`src/rtl/multicycle_main_fsm_pkg.sv`:
```
// Shared encodings for the multicycle RV32I main control FSM, ALU decoder and datapath.
// Holds opcodes, state codes, mux-select encodings and the Moore control bundle.
package multicycle_main_fsm_pkg;

    typedef enum logic [3:0] {
        StFetch    = 4'd0,
        StDecode   = 4'd1,
        StMemAdr   = 4'd2,
        StMemRead  = 4'd3,
        StMemWb    = 4'd4,
        StMemWrite = 4'd5,
        StExecR    = 4'd6,
        StExecI    = 4'd7,
        StAluWb    = 4'd8,
        StBranch   = 4'd9,
        StJal      = 4'd10
    } state_e;

    localparam logic [6:0] OpLw  = 7'b0000011;
    localparam logic [6:0] OpSw  = 7'b0100011;
    localparam logic [6:0] OpR   = 7'b0110011;
    localparam logic [6:0] OpI   = 7'b0010011;
    localparam logic [6:0] OpBr  = 7'b1100011;
    localparam logic [6:0] OpJal = 7'b1101111;

    localparam logic [1:0] AluOpAdd   = 2'b00;
    localparam logic [1:0] AluOpSub   = 2'b01;
    localparam logic [1:0] AluOpFunct = 2'b10;

    localparam logic [1:0] ResAluOut    = 2'b00;
    localparam logic [1:0] ResData      = 2'b01;
    localparam logic [1:0] ResAluResult = 2'b10;

    localparam logic [1:0] SrcAPc    = 2'b00;
    localparam logic [1:0] SrcAOldPc = 2'b01;
    localparam logic [1:0] SrcARd1   = 2'b10;

    localparam logic [1:0] SrcBRd2  = 2'b00;
    localparam logic [1:0] SrcBImm  = 2'b01;
    localparam logic [1:0] SrcBFour = 2'b10;

    typedef struct packed {
        logic       pc_update;
        logic       branch;
        logic       adr_src;
        logic       mem_write;
        logic       ir_write;
        logic       reg_write;
        logic [1:0] result_src;
        logic [1:0] alu_src_a;
        logic [1:0] alu_src_b;
        logic [1:0] alu_op;
    } ctrl_t;

    // State entered after DECODE; StFetch doubles as the "unsupported opcode" answer.
    function automatic state_e decode_target(logic [6:0] op);
        unique case (op)
            OpLw, OpSw: return StMemAdr;
            OpR:        return StExecR;
            OpI:        return StExecI;
            OpBr:       return StBranch;
            OpJal:      return StJal;
            default:    return StFetch;
        endcase
    endfunction

endpackage

```
`src/rtl/multicycle_main_fsm_if.sv`:
```
// Control/status bundle between the main FSM and the datapath.
// The FSM owns the master side; the datapath consumes controls through the slave side.
interface multicycle_main_fsm_if #(
    parameter int unsigned STATE_W = 4
);
    logic [6:0]         op;
    logic [2:0]         funct3;
    logic               zero;
    logic               mem_ready;
    logic               pc_write;
    logic               adr_src;
    logic               mem_write;
    logic               ir_write;
    logic               reg_write;
    logic [1:0]         result_src;
    logic [1:0]         alu_src_a;
    logic [1:0]         alu_src_b;
    logic [1:0]         alu_op;
    logic               illegal_op;
    logic [STATE_W-1:0] state_dbg;

    modport master (
        input  op, funct3, zero, mem_ready,
        output pc_write, adr_src, mem_write, ir_write, reg_write, result_src,
               alu_src_a, alu_src_b, alu_op, illegal_op, state_dbg
    );

    modport slave (
        output op, funct3, zero, mem_ready,
        input  pc_write, adr_src, mem_write, ir_write, reg_write, result_src,
               alu_src_a, alu_src_b, alu_op, illegal_op, state_dbg
    );
endinterface

```
`src/rtl/mfsm_output_decode.sv`:
```
// Combinational Moore decode: current state code -> datapath controls.
// Codes outside the defined state set decode to all-zero controls.
module mfsm_output_decode
    import multicycle_main_fsm_pkg::*;
#(
    parameter int unsigned STATE_W = 4
) (
    input  logic [STATE_W-1:0] state,
    output ctrl_t              ctl
);

    logic   in_range;
    state_e cur;

    assign in_range = (state >> 4) == '0;
    assign cur      = state_e'(state[3:0]);

    always_comb begin
        ctl = '0;
        if (in_range) begin
            case (cur)
                StFetch: begin
                    ctl.alu_src_b  = SrcBFour;
                    ctl.result_src = ResAluResult;
                    ctl.ir_write   = 1'b1;
                    ctl.pc_update  = 1'b1;
                end
                StDecode: begin
                    ctl.alu_src_a = SrcAOldPc;
                    ctl.alu_src_b = SrcBImm;
                end
                StMemAdr: begin
                    ctl.alu_src_a = SrcARd1;
                    ctl.alu_src_b = SrcBImm;
                end
                StMemRead: begin
                    ctl.adr_src    = 1'b1;
                    ctl.result_src = ResAluOut;
                end
                StMemWb: begin
                    ctl.result_src = ResData;
                    ctl.reg_write  = 1'b1;
                end
                StMemWrite: begin
                    ctl.adr_src   = 1'b1;
                    ctl.mem_write = 1'b1;
                end
                StExecR: begin
                    ctl.alu_src_a = SrcARd1;
                    ctl.alu_src_b = SrcBRd2;
                    ctl.alu_op    = AluOpFunct;
                end
                StExecI: begin
                    ctl.alu_src_a = SrcARd1;
                    ctl.alu_src_b = SrcBImm;
                    ctl.alu_op    = AluOpFunct;
                end
                StAluWb: begin
                    ctl.result_src = ResAluOut;
                    ctl.reg_write  = 1'b1;
                end
                StBranch: begin
                    ctl.alu_src_a = SrcARd1;
                    ctl.alu_src_b = SrcBRd2;
                    ctl.alu_op    = AluOpSub;
                    ctl.branch    = 1'b1;
                end
                StJal: begin
                    ctl.alu_src_a = SrcAOldPc;
                    ctl.alu_src_b = SrcBFour;
                    ctl.pc_update = 1'b1;
                end
                default: ctl = '0;
            endcase
        end
    end

endmodule

```
`src/rtl/multicycle_main_fsm.sv`:
```
// Main control FSM of the multicycle RV32I core: state register, next-state logic,
// the pc_write Mealy term and reset gating of every control output.
module multicycle_main_fsm
    import multicycle_main_fsm_pkg::*;
#(
    parameter int unsigned STATE_W = 4  // must be >= 4
) (
    input logic                  clk,
    input logic                  rst,
    multicycle_main_fsm_if.master bus
);

    logic [STATE_W-1:0] state_q;
    state_e             state_d;
    state_e             cur;
    logic               in_range;
    logic               illegal;
    logic               fetch_go;
    ctrl_t              ctl;
    logic               unused_funct3;

    assign in_range      = (state_q >> 4) == '0;
    assign cur           = state_e'(state_q[3:0]);
    assign unused_funct3 = ^bus.funct3[2:1];

    always_ff @(posedge clk) begin
        if (rst) begin
            state_q <= '0;
        end else begin
            state_q <= STATE_W'(state_d);
        end
    end

    always_comb begin
        state_d = StFetch;
        illegal = 1'b0;
        if (in_range) begin
            case (cur)
                StFetch:    state_d = bus.mem_ready ? StDecode : StFetch;
                StDecode: begin
                    state_d = decode_target(bus.op);
                    illegal = (state_d == StFetch);
                end
                StMemAdr:   state_d = bus.op[5] ? StMemWrite : StMemRead;
                StMemRead:  state_d = bus.mem_ready ? StMemWb : StMemRead;
                StMemWb:    state_d = StFetch;
                StMemWrite: state_d = bus.mem_ready ? StFetch : StMemWrite;
                StExecR:    state_d = StAluWb;
                StExecI:    state_d = StAluWb;
                StAluWb:    state_d = StFetch;
                StBranch:   state_d = StFetch;
                StJal:      state_d = StAluWb;
                default:    state_d = StFetch;
            endcase
        end
    end

    mfsm_output_decode #(
        .STATE_W(STATE_W)
    ) u_output_decode (
        .state(state_q),
        .ctl  (ctl)
    );

    // Only FETCH raises ir_write, so it marks where the PC/IR update waits on memory.
    assign fetch_go = ~ctl.ir_write | bus.mem_ready;

    always_comb begin
        bus.pc_write   = 1'b0;
        bus.adr_src    = 1'b0;
        bus.mem_write  = 1'b0;
        bus.ir_write   = 1'b0;
        bus.reg_write  = 1'b0;
        bus.result_src = 2'b00;
        bus.alu_src_a  = 2'b00;
        bus.alu_src_b  = 2'b00;
        bus.alu_op     = 2'b00;
        bus.illegal_op = 1'b0;
        bus.state_dbg  = '0;
        if (!rst) begin
            bus.pc_write   = (ctl.pc_update & fetch_go)
                           | (ctl.branch & (bus.zero ^ bus.funct3[0]));
            bus.adr_src    = ctl.adr_src;
            bus.mem_write  = ctl.mem_write;
            bus.ir_write   = ctl.ir_write & bus.mem_ready;
            bus.reg_write  = ctl.reg_write;
            bus.result_src = ctl.result_src;
            bus.alu_src_a  = ctl.alu_src_a;
            bus.alu_src_b  = ctl.alu_src_b;
            bus.alu_op     = ctl.alu_op;
            bus.illegal_op = illegal;
            bus.state_dbg  = state_q;
        end
    end

endmodule
```
`src/flat_wrapper.sv`:
```
// flat-port wrapper written by rule: the top's interface ports become plain ports
module multicycle_main_fsm_flat import multicycle_main_fsm_pkg::*;
#(
    parameter int unsigned STATE_W = 4                 
)
  (clk, rst, bus_op, bus_funct3, bus_zero, bus_mem_ready, bus_pc_write, bus_adr_src, bus_mem_write, bus_ir_write, bus_reg_write, bus_result_src, bus_alu_src_a, bus_alu_src_b, bus_alu_op, bus_illegal_op, bus_state_dbg);
  multicycle_main_fsm_if #(.STATE_W(STATE_W)) bus_i ();
  input logic clk;
  input logic rst;
  input wire logic [$bits(bus_i.op)-1:0] bus_op;
  input wire logic [$bits(bus_i.funct3)-1:0] bus_funct3;
  input wire logic [$bits(bus_i.zero)-1:0] bus_zero;
  input wire logic [$bits(bus_i.mem_ready)-1:0] bus_mem_ready;
  output wire logic [$bits(bus_i.pc_write)-1:0] bus_pc_write;
  output wire logic [$bits(bus_i.adr_src)-1:0] bus_adr_src;
  output wire logic [$bits(bus_i.mem_write)-1:0] bus_mem_write;
  output wire logic [$bits(bus_i.ir_write)-1:0] bus_ir_write;
  output wire logic [$bits(bus_i.reg_write)-1:0] bus_reg_write;
  output wire logic [$bits(bus_i.result_src)-1:0] bus_result_src;
  output wire logic [$bits(bus_i.alu_src_a)-1:0] bus_alu_src_a;
  output wire logic [$bits(bus_i.alu_src_b)-1:0] bus_alu_src_b;
  output wire logic [$bits(bus_i.alu_op)-1:0] bus_alu_op;
  output wire logic [$bits(bus_i.illegal_op)-1:0] bus_illegal_op;
  output wire logic [$bits(bus_i.state_dbg)-1:0] bus_state_dbg;
  assign bus_i.op = bus_op;
  assign bus_i.funct3 = bus_funct3;
  assign bus_i.zero = bus_zero;
  assign bus_i.mem_ready = bus_mem_ready;
  assign bus_pc_write = bus_i.pc_write;
  assign bus_adr_src = bus_i.adr_src;
  assign bus_mem_write = bus_i.mem_write;
  assign bus_ir_write = bus_i.ir_write;
  assign bus_reg_write = bus_i.reg_write;
  assign bus_result_src = bus_i.result_src;
  assign bus_alu_src_a = bus_i.alu_src_a;
  assign bus_alu_src_b = bus_i.alu_src_b;
  assign bus_alu_op = bus_i.alu_op;
  assign bus_illegal_op = bus_i.illegal_op;
  assign bus_state_dbg = bus_i.state_dbg;
  multicycle_main_fsm #(.STATE_W(STATE_W)) u_core (.clk(clk), .rst(rst), .bus(bus_i));
endmodule
```
`config.mk`:
```
export PLATFORM = sky130hd
export DESIGN_NAME = multicycle_main_fsm_flat
export DESIGN_NICKNAME = d
export VERILOG_FILES = /design/src/rtl/multicycle_main_fsm_pkg.sv /design/src/rtl/multicycle_main_fsm_if.sv /design/src/rtl/mfsm_output_decode.sv /design/src/rtl/multicycle_main_fsm.sv /design/src/flat_wrapper.sv
export SDC_FILE = /design/constraint.sdc
export NUM_CORES = 1
export LEC_CHECK = 0
export ABC_AREA = 1
export CORE_UTILIZATION = 39
export CTS_BUF_LIST = sky130_fd_sc_hd__clkbuf_16
export CTS_CLUSTER_DIAMETER = 150
export DETAILED_ROUTE_END_ITERATION = 16
export PLACE_DENSITY = 0.81
export SLEW_MARGIN = 20
export SYNTH_ARGS = -nofsm -noshare
export SYNTH_HDL_FRONTEND = slang
export SYNTH_HIERARCHICAL = 1
export SYNTH_SLANG_ARGS = --single-unit
```
`constraint.sdc`:
```
create_clock -name clk -period 1.7 [get_ports clk]
set_input_delay 0.34 -clock clk [delete_from_list [all_inputs] [get_ports clk]]
set_output_delay 0.34 -clock clk [all_outputs]
set_load 0.01 [all_outputs]
```
==> results of run 1 <==
-- synthesized netlist by cell type, drive strengths merged --
cell type,instances
inv,28
xor2,1
o21ai,6
dfxtp,4
o22ai,1
nand2,29
clkbuf,2
nand3,14
nand4,1
nor2,40
nor3,1
buf,1
a21oi,5
-- cells by family after synthesis --
| logic type | Yosys count |
|---|---|
| AO/OA/AOI/OAI | 12 |
| XOR/XNOR | 1 |
| buffers and inverters | 31 |
| flip-flops | 4 |
| AND/OR/NAND/NOR | 85 |
-- routing by layer --
metal  up-vias  global-route usage, %  routed length, um  part of all wire (%)
li1        523                      -                  -                     -
met3        10                   5.96                192                   7.3
met1       476                   28.5                939                    36
met4         0                   11.9                 78                   3.0
met5         -                      0                  0                     0
met2        70                   55.8               1410                    54
-- worst max-delay path: stages --
cell and delay (ps):
clkdlybuf4s50_1 490, nand2_2 90, nor2_4 160, nand2_2 80, nand4_1 90, nor2_1 40, buf_2 130
-- stage by stage --
stage,instances,total power (W),hold slack (ps),cell area (sq um)
2_1_floorplan,133,0.000157,409,648
3_3_place_gp,198,0.000237,660,1120
3_5_place_dp,198,0.000239,672,1120
4_1_cts,207,0.000606,667,1220
5_1_grt,208,0.000636,716,1260
6_report,208,0.000614,677,1260
-- report_power, final --
group / switching, W / leakage [nW] / internal (W) / total (W)
Sequential: 0.00000438 / 0.0341 / 0.0000951 / 0.0000995
Clock: 0.0000632 / 0.0370 / 0.000300 / 0.000363
Combinational: 0.0000750 / 0.615 / 0.0000761 / 0.000151
-- final cells by class --
cell class                 instances  area, sq um
inverter                          28          108
clock buffer                       3         75.1
timing repair buffer              59          453
fill                              96          264
multi-input combinational         98          518
tap                               16         20.0
sequential                         4         86.3
-- how the worst max path moves through the flow --
stage / from / slack [ps] / depth (start not counted) / endpoint
2_1_floorplan: u_core/cur[1] / 230 / 6 / bus_pc_write
3_3_place_gp: bus_op[3] / -370 / 8 / bus_illegal_op
3_5_place_dp: bus_op[6] / -400 / 7 / bus_illegal_op
4_1_cts: u_core/cur[1] / -2 / 8 / bus_alu_src_a[0]
5_1_grt: bus_op[0] / -90 / 7 / bus_illegal_op
6_report: bus_op[0] / -60 / 7 / bus_illegal_op
-- repair_timing --
action	CTS	global route
setup endpoints to repair	18	12
buffers inserted	6	1
pin swaps	5	6
hold buffers	0	0
resized for setup	49	33
hold endpoints to repair	0	0
==> summary.txt, run 1 <==
Cells and area
  – Final core occ: 82.7%
  – Most frequent cells in the layout: nor2_1 (31), buf_4 (28), inv_1 (22)
  – # diodes: 0
  – Max reg flops: 4
  – Area Growth Syn to Fin: 94.4%
  – Most common cell after layout, fill and taps aside: nor2_1
  – Share of layout cells above drive strength 1: between 30% and 40%
  – Final net count: 208

STA
  – Max Clock Skew: 3.44 ps
  – Slew headroom: a little over four fifths
  – Setup ws final: -56.5 ps
  – Final Hold Fails: 0
  – Max-slew violations: 0
  – Final setup fails: 1
  – Setup TNS: -56.5 ps
  – Fmax: ~570 MHz
  – RSZ-0062 raised after global routing: true
  – Fin crit share: 103%
  – Slew at the pin closest to its max-slew limit: 245 ps
  – Min Tclk post-route: roughly 1800 ps

Global routing
  – Vias in the first global route: ~1000
  – Largest net degree at the start of global routing: 13
  – Initial antenna violation count: 0
  – First-pass GRT wire length: roughly 4000 um
  – Total GRT Usage: between 20% and 30%
  – Total grt overflow: 0

Place
  – Pre-CTS WS: -401 ps
  – Placer Congestion: about 0.85
  – PortBufs: 29
  – Final HPWL DP: 1520 um

Synthesis
  – Synth Area in Compound Gates: 9.46%
  – Syn_nets: between 100 and 150
  – Main combinational cell family by area after synthesis: simple AND/OR/NAND/NOR gates
  – Post-Synth XOR/XNOR Area: under 10%
  – Synth Area per Inst: 4.87 sq um
  – Largest area contributor in the netlist: nor2_1
  – Synth Register Bits: 4
  – Post-Synthesis Cells: around 130
  – Synth Area in Simple Gates: slightly below 60%
  – Post-synthesis mux area share: 0%
  – Top-area cell type share of the netlist area: around 20%
  – Synth area leaders: nor2_1 (20%), nand2_1 (15%), inv_1 (13%)
  – Synth cell types: 18
  – Sequential share of the synthesized area: about an eighth
  – Yosys warnings: 6
  – Netlist Area Pre-Place: 648 sq um
  – Adder-cell share of the synthesized area: 0%

Power
  – PwrDens: about 490 mW/mm^2
  – Static Leak: between 0.6 and 0.7 nW
  – VDD IR max: about 1.0 mV

Route
  – DR DRC count: 0
  – First-pass iteration count of the detailed router: 4
  – Routed vias/inst: between 5 and 6
  – Vias: roughly 1100
  – Routed WL: ~2600 um
  – Antenna Nets Post-Route: 0
  – DR iter-0 viols: 48
  – Avg WL per Cell: about 13 um

Clocking
  – Reg clk slew, reported paths: ~30 ps
  – Worst skew pair latency: around 220 ps
  – Root Buffer: clkbuf_16
  – CTS tree: built
  – CTS H-tree lvls: 1
  – Clock sinks: 4
  – Max Buffers Root-to-Sink: 2
  – CTS buffer count: 3

Worst hold path
  – Hold EP: u_core/cur[3]
  – Hold path start: u_core/cur[1]
  – Worst min path class: flip-flop to flip-flop
  – Hold Crit Depth: 3

Job
  – Max Cap Viol: 0

Critical path
  – WP data arrival: 1420 ps
  – Worst reg2reg endpoint: u_core/cur[2]
  – Req. time, crit path: around 1400 ps
  – Cells on worst reg2reg path: 8
  – R2R Setup Slk: roughly 360 ps
  – Crit path launch type: primary input
  – WS Path Type: primary input to output port
  – Largest fanout on the critical path: 3
  – Reg-to-Reg Start: u_core/cur[1]
  – CP Capture Type: output port

Die
  – Cell Rows: 14
  – Die area: roughly 0.0018 sq mm
  – IO Pins: 32
  – Die Wd: approximately 43 um
  – DIE HEIGHT: between 40 and 50 um
  – Starting density of the core: a little over two fifths
  – Core Area: between 0.0015 and 0.002 sq mm

Outcome
  – Outcome: finished with violations
  – Failing checks: setup timing
(Power assumes the default switching activity.)
==> run 2: changes to the inputs <==
--- a/config.mk
+++ b/config.mk
@@ -6,11 +6,16 @@
 export NUM_CORES = 1
 export LEC_CHECK = 0
 export ABC_AREA = 1
-export CORE_UTILIZATION = 39
+export CELL_PAD_IN_SITES_DETAIL_PLACEMENT = 1
+export CELL_PAD_IN_SITES_GLOBAL_PLACEMENT = 2
+export CORE_ASPECT_RATIO = 0.75
+export CORE_MARGIN = 10
+export CORE_UTILIZATION = 17
 export CTS_BUF_LIST = sky130_fd_sc_hd__clkbuf_16
 export CTS_CLUSTER_DIAMETER = 150
 export DETAILED_ROUTE_END_ITERATION = 16
-export PLACE_DENSITY = 0.81
+export MAX_ROUTING_LAYER = met4
+export PLACE_DENSITY = 0.8
 export SLEW_MARGIN = 20
 export SYNTH_ARGS = -nofsm -noshare
 export SYNTH_HDL_FRONTEND = slang
==> run 2 against run 1 <==
Core utilization is 46 points lower. Clock-buffer cell count unchanged. Combinational power fell by 7%. The run now ends clean. Highest routed layer unchanged. Design area increased by 6.1%.
==> summary.txt, run 2 (synthesis results as in run 1) <==
Power
  – Sw frac: 23.9%
  – Register share of total power: 16.2%
  – Logic pwr share: 23.0%
  – Clk pwr share: 60.8%
  – Switching Power: 0.000146 W
  – PwrDens: 458 mW/mm^2
  – VDD IR max: approximately 0.38 mV
  – Static Leak: between 0.7 and 0.8 nW
  – Pint: 0.000466 W

Critical path
  – CP max stage delay: 310 ps
  – Crit path launch type: flip-flop
  – Reg-to-Reg Start: u_core/cur[2]
  – WP data arrival: roughly 1300 ps
  – Critical-path cell list: inv_2, buf_4, nand2_2, nor2_4, nor2_1, nand2_1, inv_1, nor2_1, buf_2
  – Most used cell along the critical path: nor2_1
  – CP Capture Type: output port
  – Worst reg2reg endpoint: u_core/cur[0]
  – Cells on worst reg2reg path: 8
  – Largest fanout on the critical path: 3
  – WS Path Type: flip-flop to output port
  – CP max stage cell: dfxtp_1
  – Req. time, crit path: about 1400 ps
  – R2R Setup Slk: around 390 ps

Place
  – Area after DPL: 0.00118 sq mm
  – Placer Congestion: 0.830
  – Final HPWL DP: ~2300 um
  – PortBufs: 29

STA
  – Final Hold Fails: 0
  – Max Clock Skew: 2.43 ps
  – Hold slack final: ~560 ps
  – Slew headroom: between 80% and 90%
  – Final setup fails: 0
  – Slew at the pin closest to its max-slew limit: roughly 210 ps
  – RSZ-0062 raised after global routing: true
  – Fin crit share: 99.1%
  – Max-slew violations: 0
  – Fmax: between 500 and 600 MHz
  – Min Tclk post-route: 1680 ps

Cells and area
  – Share of layout cells above drive strength 1: 41.7%
  – Layout fillers: a little over 500
  – Cell area after layout: ~0.0013 sq mm
  – Final net count: around 220
  – Final core occ: about 37%
  – Most common cell after layout, fill and taps aside: buf_4
  – Area Growth Syn to Fin: 106%
  – Max reg flops: 4
  – Most frequent cells in the layout: buf_4 (35), nor2_1 (30), inv_1 (22), nand2_1 (22), nand3_1 (13)
  – # diodes: 0

Route
  – Routed WL: between 3000 and 4000 um
  – Vias: slightly above 1000
  – Avg WL per Cell: ~12 um
  – DR DRC count: 0
  – First-pass iteration count of the detailed router: 4
  – Antenna Nets Post-Route: 0
  – DR iter-0 viols: 37
  – Routed vias/inst: between 4 and 5

Clocking
  – Clock sinks: 4
  – Hold buffer count at cts: 0
  – CTS tree: built
  – CTS buffer count: 3
  – Root Buffer: clkbuf_16
  – Reg clk slew, reported paths: roughly 30 ps
  – Worst skew pair latency: roughly 230 ps
  – CTS H-tree lvls: 1
  – Max Buffers Root-to-Sink: 2

Outcome
  – Outcome: finished clean

Global routing
  – Vias in the first global route: roughly 1100
  – Initial antenna violation count: 0
  – Total GRT Usage: 9.73%
  – First-pass GRT wire length: between 5000 and 6000 um
  – Total grt overflow: 0
  – Largest net degree at the start of global routing: 14

Die
  – Core Area: about 0.0037 sq mm
  – Die area: around 0.0067 sq mm
  – Cell Rows: 19
  – IO Pins: 32
  – DIE HEIGHT: ~73 um
  – Starting density of the core: 17.7%
  – Die Wd: roughly 90 um

Worst hold path
  – Worst min path class: primary input to flip-flop
  – Hold Crit Depth: 6
  – Hold EP: u_core/cur[3]
  – Hold path start: bus_op[4]

Job
  – Max Cap Viol: 0
-- run 2: cell types whose count changed in the layout (fill, tap and decap cells not counted), sizes merged --
cell,previous run,this run
buf,37,49
dlymetal6s2s,2,3
clkdlybuf4s50,6,3
clkbuf,9,5
clkdlybuf4s15,0,1
-- run 2: layer usage --
layer,up-vias,GRT usage [%],wire (um)
li1,537,-,-
met1,470,11.2,1490
met2,14,16.3,1500
met3,4,2.24,64
met4,0,3.64,40
met5,-,-,0
-- run 2: power groups by stage --
stage                     sequential, W  combinational, W  clock, W
final                         0.0000994          0.000141  0.000372
after global placement         0.000102          0.000141         0
after global routing           0.000100          0.000159  0.000384
after CTS                     0.0000994          0.000139  0.000377
after floorplan                0.000102         0.0000551         0
after detailed placement       0.000102          0.000144         0
-- run 2: stage by stage --
step | worst slack [ps] | setup TNS [ps] | power [W] | cells
6_report | 16.1 | 0 | 0.000612 | 251
3_5_place_dp | -435 | -6090 | 0.000246 | 237
3_3_place_gp | -384 | -5890 | 0.000243 | 237
2_1_floorplan | 231 | 0 | 0.000157 | 133
5_1_grt | -71.8 | -261 | 0.000642 | 251
4_1_cts | 9.59 | 0 | 0.000616 | 248
-- run 2: cell type report --
cell class | instances | area (sq um) | share of cell area [%]
well taps | 52 | 65.1 | 4.87
flip-flops and latches | 4 | 88.8 | 6.65
clock buffers | 3 | 75.1 | 5.62
inverters | 28 | 108 | 8.05
repair buffers | 66 | 503 | 37.6
multi-input cells | 98 | 497 | 37.2
-- run 2: critical path, delay by kind of cell, from the launching register on --
family | cells | cell delay [ps]
buf+inv | 4 | 400
simple gates | 5 | 400
flops | 1 | 310
-- run 2: repair_timing --
item | CTS | global route
setup endpoints to repair | 18 | 14
pin swaps | 7 | 5
setup buffers | 8 | 3
gates resized for setup | 70 | 19
-- run 2: how the worst max path moves through the flow --
| stage | slack [ps] | startpoint | endpoint | cells after the start |
|---|---|---|---|---|
| detailed placement | -440 | bus_op[3] | bus_illegal_op | 8 |
| global placement | -380 | bus_op[3] | bus_illegal_op | 8 |
| floorplan | 230 | u_core/cur[1] | bus_pc_write | 6 |
| CTS | 10 | u_core/cur[2] | bus_result_src[1] | 7 |
| global route | -70 | u_core/cur[0] | bus_pc_write | 6 |
| finish | 20 | u_core/cur[1] | bus_alu_src_a[1] | 9 |
